`config.mk`:
```
export PLATFORM = sky130hd
export DESIGN_NAME = uart_tx
export DESIGN_NICKNAME = d
export VERILOG_FILES = /design/src/rtl/keyboard_pkg.sv /design/src/rtl/tx_fifo.sv /design/src/rtl/uart_tx.sv
export SDC_FILE = /design/constraint.sdc
export NUM_CORES = 1
export LEC_CHECK = 0
export BUFFER_PORTS_ARGS = -buffer_cell sky130_fd_sc_hd__clkbuf_2
export CORE_ASPECT_RATIO = 1.4
export CORE_MARGIN = 3
export CORE_UTILIZATION = 61
export CTS_CLUSTER_DIAMETER = 40
export DETAILED_ROUTE_END_ITERATION = 8
export PLACE_DENSITY = 0.86
export RECOVER_POWER = 25
export SYNTH_ARGS = -nofsm -noshare
export SYNTH_HDL_FRONTEND = slang
export SYNTH_SLANG_ARGS = --single-unit
```
`constraint.sdc`:
```
create_clock -name clk -period 3.6 [get_ports clk]
set_input_delay 0.36 -clock clk [delete_from_list [all_inputs] [get_ports clk]]
set_output_delay 0.36 -clock clk [all_outputs]
set_load 0.05 [all_outputs]
```
`src/rtl/keyboard_pkg.sv`:
```
// Shared types and default rates for the keyboard UART path.
// Also holds the bit-period helper used at elaboration.
package keyboard_pkg;

  typedef enum logic [1:0] {
    IDLE,
    START,
    DATA,
    STOP
  } uart_state_e;

  localparam int unsigned C_CLK_FRQ_DEF = 100_000_000;
  localparam int unsigned C_BAUD_DEF    = 115_200;

  // Rounded clocks-per-bit; 868 for 100 MHz / 115200.
  function automatic int unsigned bit_period(
    input int unsigned frq,
    input int unsigned baud
  );
    return (frq + baud / 2) / baud;
  endfunction

endpackage

```
`src/rtl/tx_fifo.sv`:
```
// Byte buffer between the producer and the serializer.
// Head word is presented combinationally on dout.
module tx_fifo #(
  parameter int unsigned DEPTH = 4,
  parameter int unsigned WIDTH = 8
) (
  input  logic             clk,
  input  logic             rstb,
  input  logic             push,
  input  logic             pop,
  input  logic [WIDTH-1:0] din,
  output logic [WIDTH-1:0] dout,
  output logic             full,
  output logic             empty
);

  localparam int unsigned AW = $clog2(DEPTH);
  localparam int unsigned CW = AW + 1;

  logic [WIDTH-1:0] mem_q [DEPTH];
  logic [AW-1:0]    wr_q, wr_d;
  logic [AW-1:0]    rd_q, rd_d;
  logic [CW-1:0]    cnt_q, cnt_d;
  logic             do_push;
  logic             do_pop;

  assign full    = (cnt_q == CW'(DEPTH));
  assign empty   = (cnt_q == '0);
  assign do_push = push & ~full;
  assign do_pop  = pop & ~empty;
  assign dout    = mem_q[rd_q];

  // Power-of-2 depth lets the pointers wrap by overflow.
  always_comb begin
    wr_d  = wr_q;
    rd_d  = rd_q;
    cnt_d = cnt_q;
    if (do_push) wr_d = wr_q + AW'(1);
    if (do_pop)  rd_d = rd_q + AW'(1);
    unique case ({do_push, do_pop})
      2'b10:   cnt_d = cnt_q + CW'(1);
      2'b01:   cnt_d = cnt_q - CW'(1);
      default: cnt_d = cnt_q;
    endcase
  end

  always_ff @(posedge clk or negedge rstb) begin
    if (!rstb) begin
      wr_q  <= '0;
      rd_q  <= '0;
      cnt_q <= '0;
    end else begin
      wr_q  <= wr_d;
      rd_q  <= rd_d;
      cnt_q <= cnt_d;
    end
  end

  always_ff @(posedge clk) begin
    if (do_push) mem_q[wr_q] <= din;
  end

endmodule

```
`src/rtl/uart_tx.sv`:
```
// UART transmitter: byte FIFO feeding an 8N1 serializer.
// The line idles high and tx comes straight from a flop.
module uart_tx
  import keyboard_pkg::*;
#(
  parameter int unsigned C_CLK_FRQ    = C_CLK_FRQ_DEF,
  parameter int unsigned C_BAUD       = C_BAUD_DEF,
  parameter int unsigned C_FIFO_DEPTH = 4
) (
  input  logic       clk,
  input  logic       rstb,
  input  logic       TX_valid,
  input  logic [7:0] TX_msg,
  output logic       TX_ready,
  output logic       TX_busy,
  output logic       tx
);

  localparam int unsigned C_BIT = bit_period(C_CLK_FRQ, C_BAUD);
  localparam int unsigned CW    = $clog2(C_BIT + 1);
  localparam logic [CW-1:0] CNT_LAST = CW'(C_BIT - 1);

  uart_state_e   state_q, state_d;
  logic [CW-1:0] cnt_q, cnt_d;
  logic [2:0]    idx_q, idx_d;
  logic [7:0]    sh_q, sh_d;
  logic          tx_q, tx_d;
  logic          rdy_q;

  logic          push;
  logic          pop;
  logic [7:0]    head;
  logic          full;
  logic          empty;
  logic          bit_end;

  tx_fifo #(
    .DEPTH (C_FIFO_DEPTH),
    .WIDTH (8)
  ) u_fifo (
    .clk   (clk),
    .rstb  (rstb),
    .push  (push),
    .pop   (pop),
    .din   (TX_msg),
    .dout  (head),
    .full  (full),
    .empty (empty)
  );

  // rdy_q holds ready low through reset and for the release cycle.
  assign TX_ready = rdy_q & ~full;
  assign TX_busy  = (state_q != IDLE) | ~empty;
  assign tx       = tx_q;
  assign push     = TX_valid & TX_ready;
  assign bit_end  = (cnt_q == CNT_LAST);

  always_comb begin
    state_d = state_q;
    cnt_d   = cnt_q;
    idx_d   = idx_q;
    sh_d    = sh_q;
    tx_d    = tx_q;
    pop     = 1'b0;
    unique case (state_q)
      IDLE: begin
        if (!empty) begin
          pop     = 1'b1;
          sh_d    = head;
          cnt_d   = '0;
          tx_d    = 1'b0;
          state_d = START;
        end
      end
      START: begin
        if (bit_end) begin
          cnt_d   = '0;
          idx_d   = '0;
          tx_d    = sh_q[0];
          state_d = DATA;
        end else begin
          cnt_d = cnt_q + CW'(1);
        end
      end
      DATA: begin
        if (bit_end) begin
          cnt_d = '0;
          if (idx_q == 3'd7) begin
            tx_d    = 1'b1;
            state_d = STOP;
          end else begin
            sh_d  = {1'b0, sh_q[7:1]};
            tx_d  = sh_q[1];
            idx_d = idx_q + 3'd1;
          end
        end else begin
          cnt_d = cnt_q + CW'(1);
        end
      end
      STOP: begin
        if (bit_end) begin
          cnt_d = '0;
          // Chain straight into the next start bit when data waits.
          if (!empty) begin
            pop     = 1'b1;
            sh_d    = head;
            tx_d    = 1'b0;
            state_d = START;
          end else begin
            state_d = IDLE;
          end
        end else begin
          cnt_d = cnt_q + CW'(1);
        end
      end
      default: state_d = IDLE;
    endcase
  end

  always_ff @(posedge clk or negedge rstb) begin
    if (!rstb) begin
      state_q <= IDLE;
      cnt_q   <= '0;
      idx_q   <= '0;
      sh_q    <= '0;
      tx_q    <= 1'b1;
      rdy_q   <= 1'b0;
    end else begin
      state_q <= state_d;
      cnt_q   <= cnt_d;
      idx_q   <= idx_d;
      sh_q    <= sh_d;
      tx_q    <= tx_d;
      rdy_q   <= 1'b1;
    end
  end

endmodule

```
==> impl_metrics.csv <==
group,metric,value,unit
pwr,irDropWorstVdd,0.426,mV
critical_path,max_stage_delay,0.42,ns
critical_path,reg2reg_to,"u_fifo.cnt_q[2]",
routing,totalWireLength,5520,microns
critical_path,path_cells,"ha_1 -> nor4b_1 -> a41oi_1 -> nor3_1 -> ha_1 -> inv_1 -> fa_1 -> xor2_1 -> nor2_1 -> xor2_1",
final_layout,fillerInstances,295,
sta,rsz0062_at_grt,"false",
global_route,antenna_found_initial,0,
sta,period_share,77.4,%
logic_synthesis,ys_ff_latch,64,
clock_network,h-tree-depth,3,
global_route,track_usage,21.6,%
logic_synthesis,synth_edf_count,32,
logic_synthesis,syn_area,3050,sq um
placement,portBuffers,13,
logic_synthesis,synth_top_area_cell,"edfxtp_1",
pwr,p_leak,1.32,nW
global_route,grt_pass1_wl,9210,microns
routing,route.vias.total,1829,
logic_synthesis,ys_top_cells_by_area,"edfxtp_1 (32%), dfrtp_1 (25%), mux2_2 (6.3%)",
clock_network,numCtsBuffers,9,
sta,max-slew-margin-rel,47.7,%
final_layout,final_util,72.4,%
clock_network,cts_resized,0,
pwr,power_density,525,nW/um^2
final_layout,num_antenna_cells,0,
routing,post_drt_wl_per_cell,18.2,microns
floorplan,core-area,4680,sq um
final_layout,layout-drive-gt1-share,22.7,%
clock_network,cts_hold_buf,0,
logic_synthesis,synth.net_count,242,
floorplan,die-width,65.8,microns
critical_path,critPathKind,"reg -> reg",
logic_synthesis,seq_area_frac_synth,57.8,%
sta,setup_tns,0,ns
sta,fmax,359,MHz
flow_run,cap_violations,0,
clock_network,clk_path_buf_depth,2,
critical_path,cp.required,3.86,ns
critical_path,worst_path_max_delay_cell,"nor4b_1",
logic_synthesis,yosysTopAreaCellShare,31.5,%
floorplan,die_area,5900,sq um
clock_network,clk_latency,0.34,ns
sta,layout_min_cycle_time,2.79,ns
worst_hold_path,holdCritPathClass,"in -> async",
critical_path,crit_buf_inv,1,
logic_synthesis,syn_inst,217,
critical_path,cp-start-kind,"register",
clock_network,cts_root_buf,"clkbuf_8",
logic_synthesis,syn_avg_cell_area,14.1,sq um
sta,fin_skew,0.00773,ns
critical_path,arrival,3.05,ns
placement,place_congestion,0.770,
clock_network,tritoncts,"yes",
placement,dpl_cell_area,3170,sq um
global_route,grt_max_degree,33,
critical_path,r2r_setup_slack,0.81,ns
final_layout,area_growth,11.1,%
clock_network,clk_pin_slew,0.08,ns
floorplan,dieHeight,89.7,microns
critical_path,cpLargestDelayFamily,"simple AND/OR/NAND/NOR gates",
final_layout,nets,262,
logic_synthesis,yosys_warnings,0,
final_layout,multi_input_area,1210,sq um
floorplan,core.rowCount,29,
sta,worst_slack,0.814,ns
critical_path,r2r_start,"cnt_q[0]",
routing,drcViolationCount,0,
pwr,p_total,1.78,mW
critical_path,endpoint_kind,"register",
status,status,"complete, no violations",
placement,hpwlAfterDp,3920,microns
routing,drt-initial-drc-count,101,
logic_synthesis,synth_cell_types,51,
routing,drt_first_pass_iters,4,
logic_synthesis,async_reset_ff_share,50.0,%
clock_network,post_cts_buffers,0,
clock_network,cts_sinks,64,
sta,worst_pin_slew,0.785,ns
final_layout,final_area,3390,sq um
critical_path,crit_start,"cnt_q[0]",
global_route,overflow,0,
floorplan,initial_core_util,65.1,%
sta,setup_violations,0,
sta,hold_violations,0,
final_layout,register_area,1760,sq um
critical_path,cp_max_fo,5,
routing,routed_via_density,6.02,
logic_synthesis,ys.flop_type,"edfxtp_1",
placement,dp_slack,0.819,ns
sta,drv_slew,0,
critical_path,rr_worst_depth,10,
global_route,grt_pass1_vias,1918,
routing,ant_nets,0,
floorplan,ios,14,
through the flow:
stage | cells | hold WS [ns]
global placement | 288 | 0.477
CTS | 304 | 0.104
global route | 304 | 0.127
floorplan | 217 | 0.0644
finish | 304 | 0.0791
detailed placement | 288 | 0.478
cell type report:
cell class	count	share of cell area, %
clock buffer	9	3.66
clock inverter	7	3.10
inverter	13	1.44
multi-input combinational	135	35.6
sequential	64	52.1
tap	62	2.29
timing repair buffer	14	1.85
metal layers:
metal | global-route usage [%] | up-vias | part of all wire (%)
met2 | 39.0 | 47 | 55
li1 | - | 859 | -
met3 | 5.98 | 8 | 4.0
met1 | 22.9 | 915 | 39
met5 | 0 | - | 0
met4 | 10.9 | 0 | 2.1
report_power, final:
part / internal, mW / switching (mW) / total (mW)
Clock: 0.398 / 0.299 / 0.696
Sequential: 0.841 / 0.0455 / 0.887
Combinational: 0.0765 / 0.119 / 0.195
Total: 1.32 / 0.463 / 1.78
cells in the mapped netlist (all sizes together) (2+ instances only):
library cell  count
nor4b             3
inv              13
clkbuf            4
nor4              3
nor2              3
and3              5
ha               13
nand3             7
o21ai             7
mux4              8
nand2            12
xor2              4
a21o              2
o211ai            2
mux2             17
or3               3
and2              2
edfxtp           32
xnor2             4
a31oi             3
a21oi             6
nand2b            2
nor3              3
dfrtp            31
a22o              6
registers in the layout, indices dropped and copies added (netlist names):
| signal | count |
|---|---|
| u_fifo.cnt_q | 3 |
| state_q | 2 |
| idx_q | 3 |
| sh_q | 8 |
| tx | 1 |
| u_fifo.wr_q | 2 |
| cnt_q | 10 |
| rdy_q | 1 |
| u_fifo.mem_q | 32 |
| u_fifo.rd_q | 2 |
cell families after synthesis:
| logic type | Yosys count | share of synthesized area (%) |
|---|---|---|
| buffers and inverters | 18 | 2.83 |
| adders and majority gates | 14 | 5.99 |
| other | 1 | 0.123 |
| and+or+nand+nor | 51 | 9.64 |
| muxes | 26 | 12.6 |
| xor gates and xnor gates | 8 | 2.30 |
| AOI/OAI and AO/OA | 35 | 8.66 |
| DFF | 64 | 57.8 |
layout by cell type (no fill, tap or decap), types with 2 or more instances in the layout:
master     instances
a21oi_1            6
a22o_1             6
a31oi_1            3
and2_1             2
and3_1             4
bufinv_16          2
clkbuf_1           8
clkbuf_2           5
clkbuf_8           9
clkinv_4           3
dfrtp_1           31
edfxtp_1          32
ha_1              13
inv_1             13
mux2_2            17
mux4_2             7
nand2_1           12
nand2b_1           2
nand3_1            7
nor2_1             3
nor3_1             3
nor4_1             3
nor4b_1            2
o211ai_1           2
o21ai_0            7
or3_1              3
xnor2_1            4
xor2_1             4
worst max path at each step:
stage	endpoint	slack, ns	depth (start not counted)
2_1_floorplan	u_fifo.cnt_q[2]	0.92	10
3_3_place_gp	u_fifo.cnt_q[2]	0.93	10
5_1_grt	u_fifo.cnt_q[2]	0.57	10
4_1_cts	u_fifo.cnt_q[2]	0.80	10
3_5_place_dp	u_fifo.cnt_q[2]	0.82	10
6_report	u_fifo.cnt_q[2]	0.81	10
(Power assumes the default switching activity.)
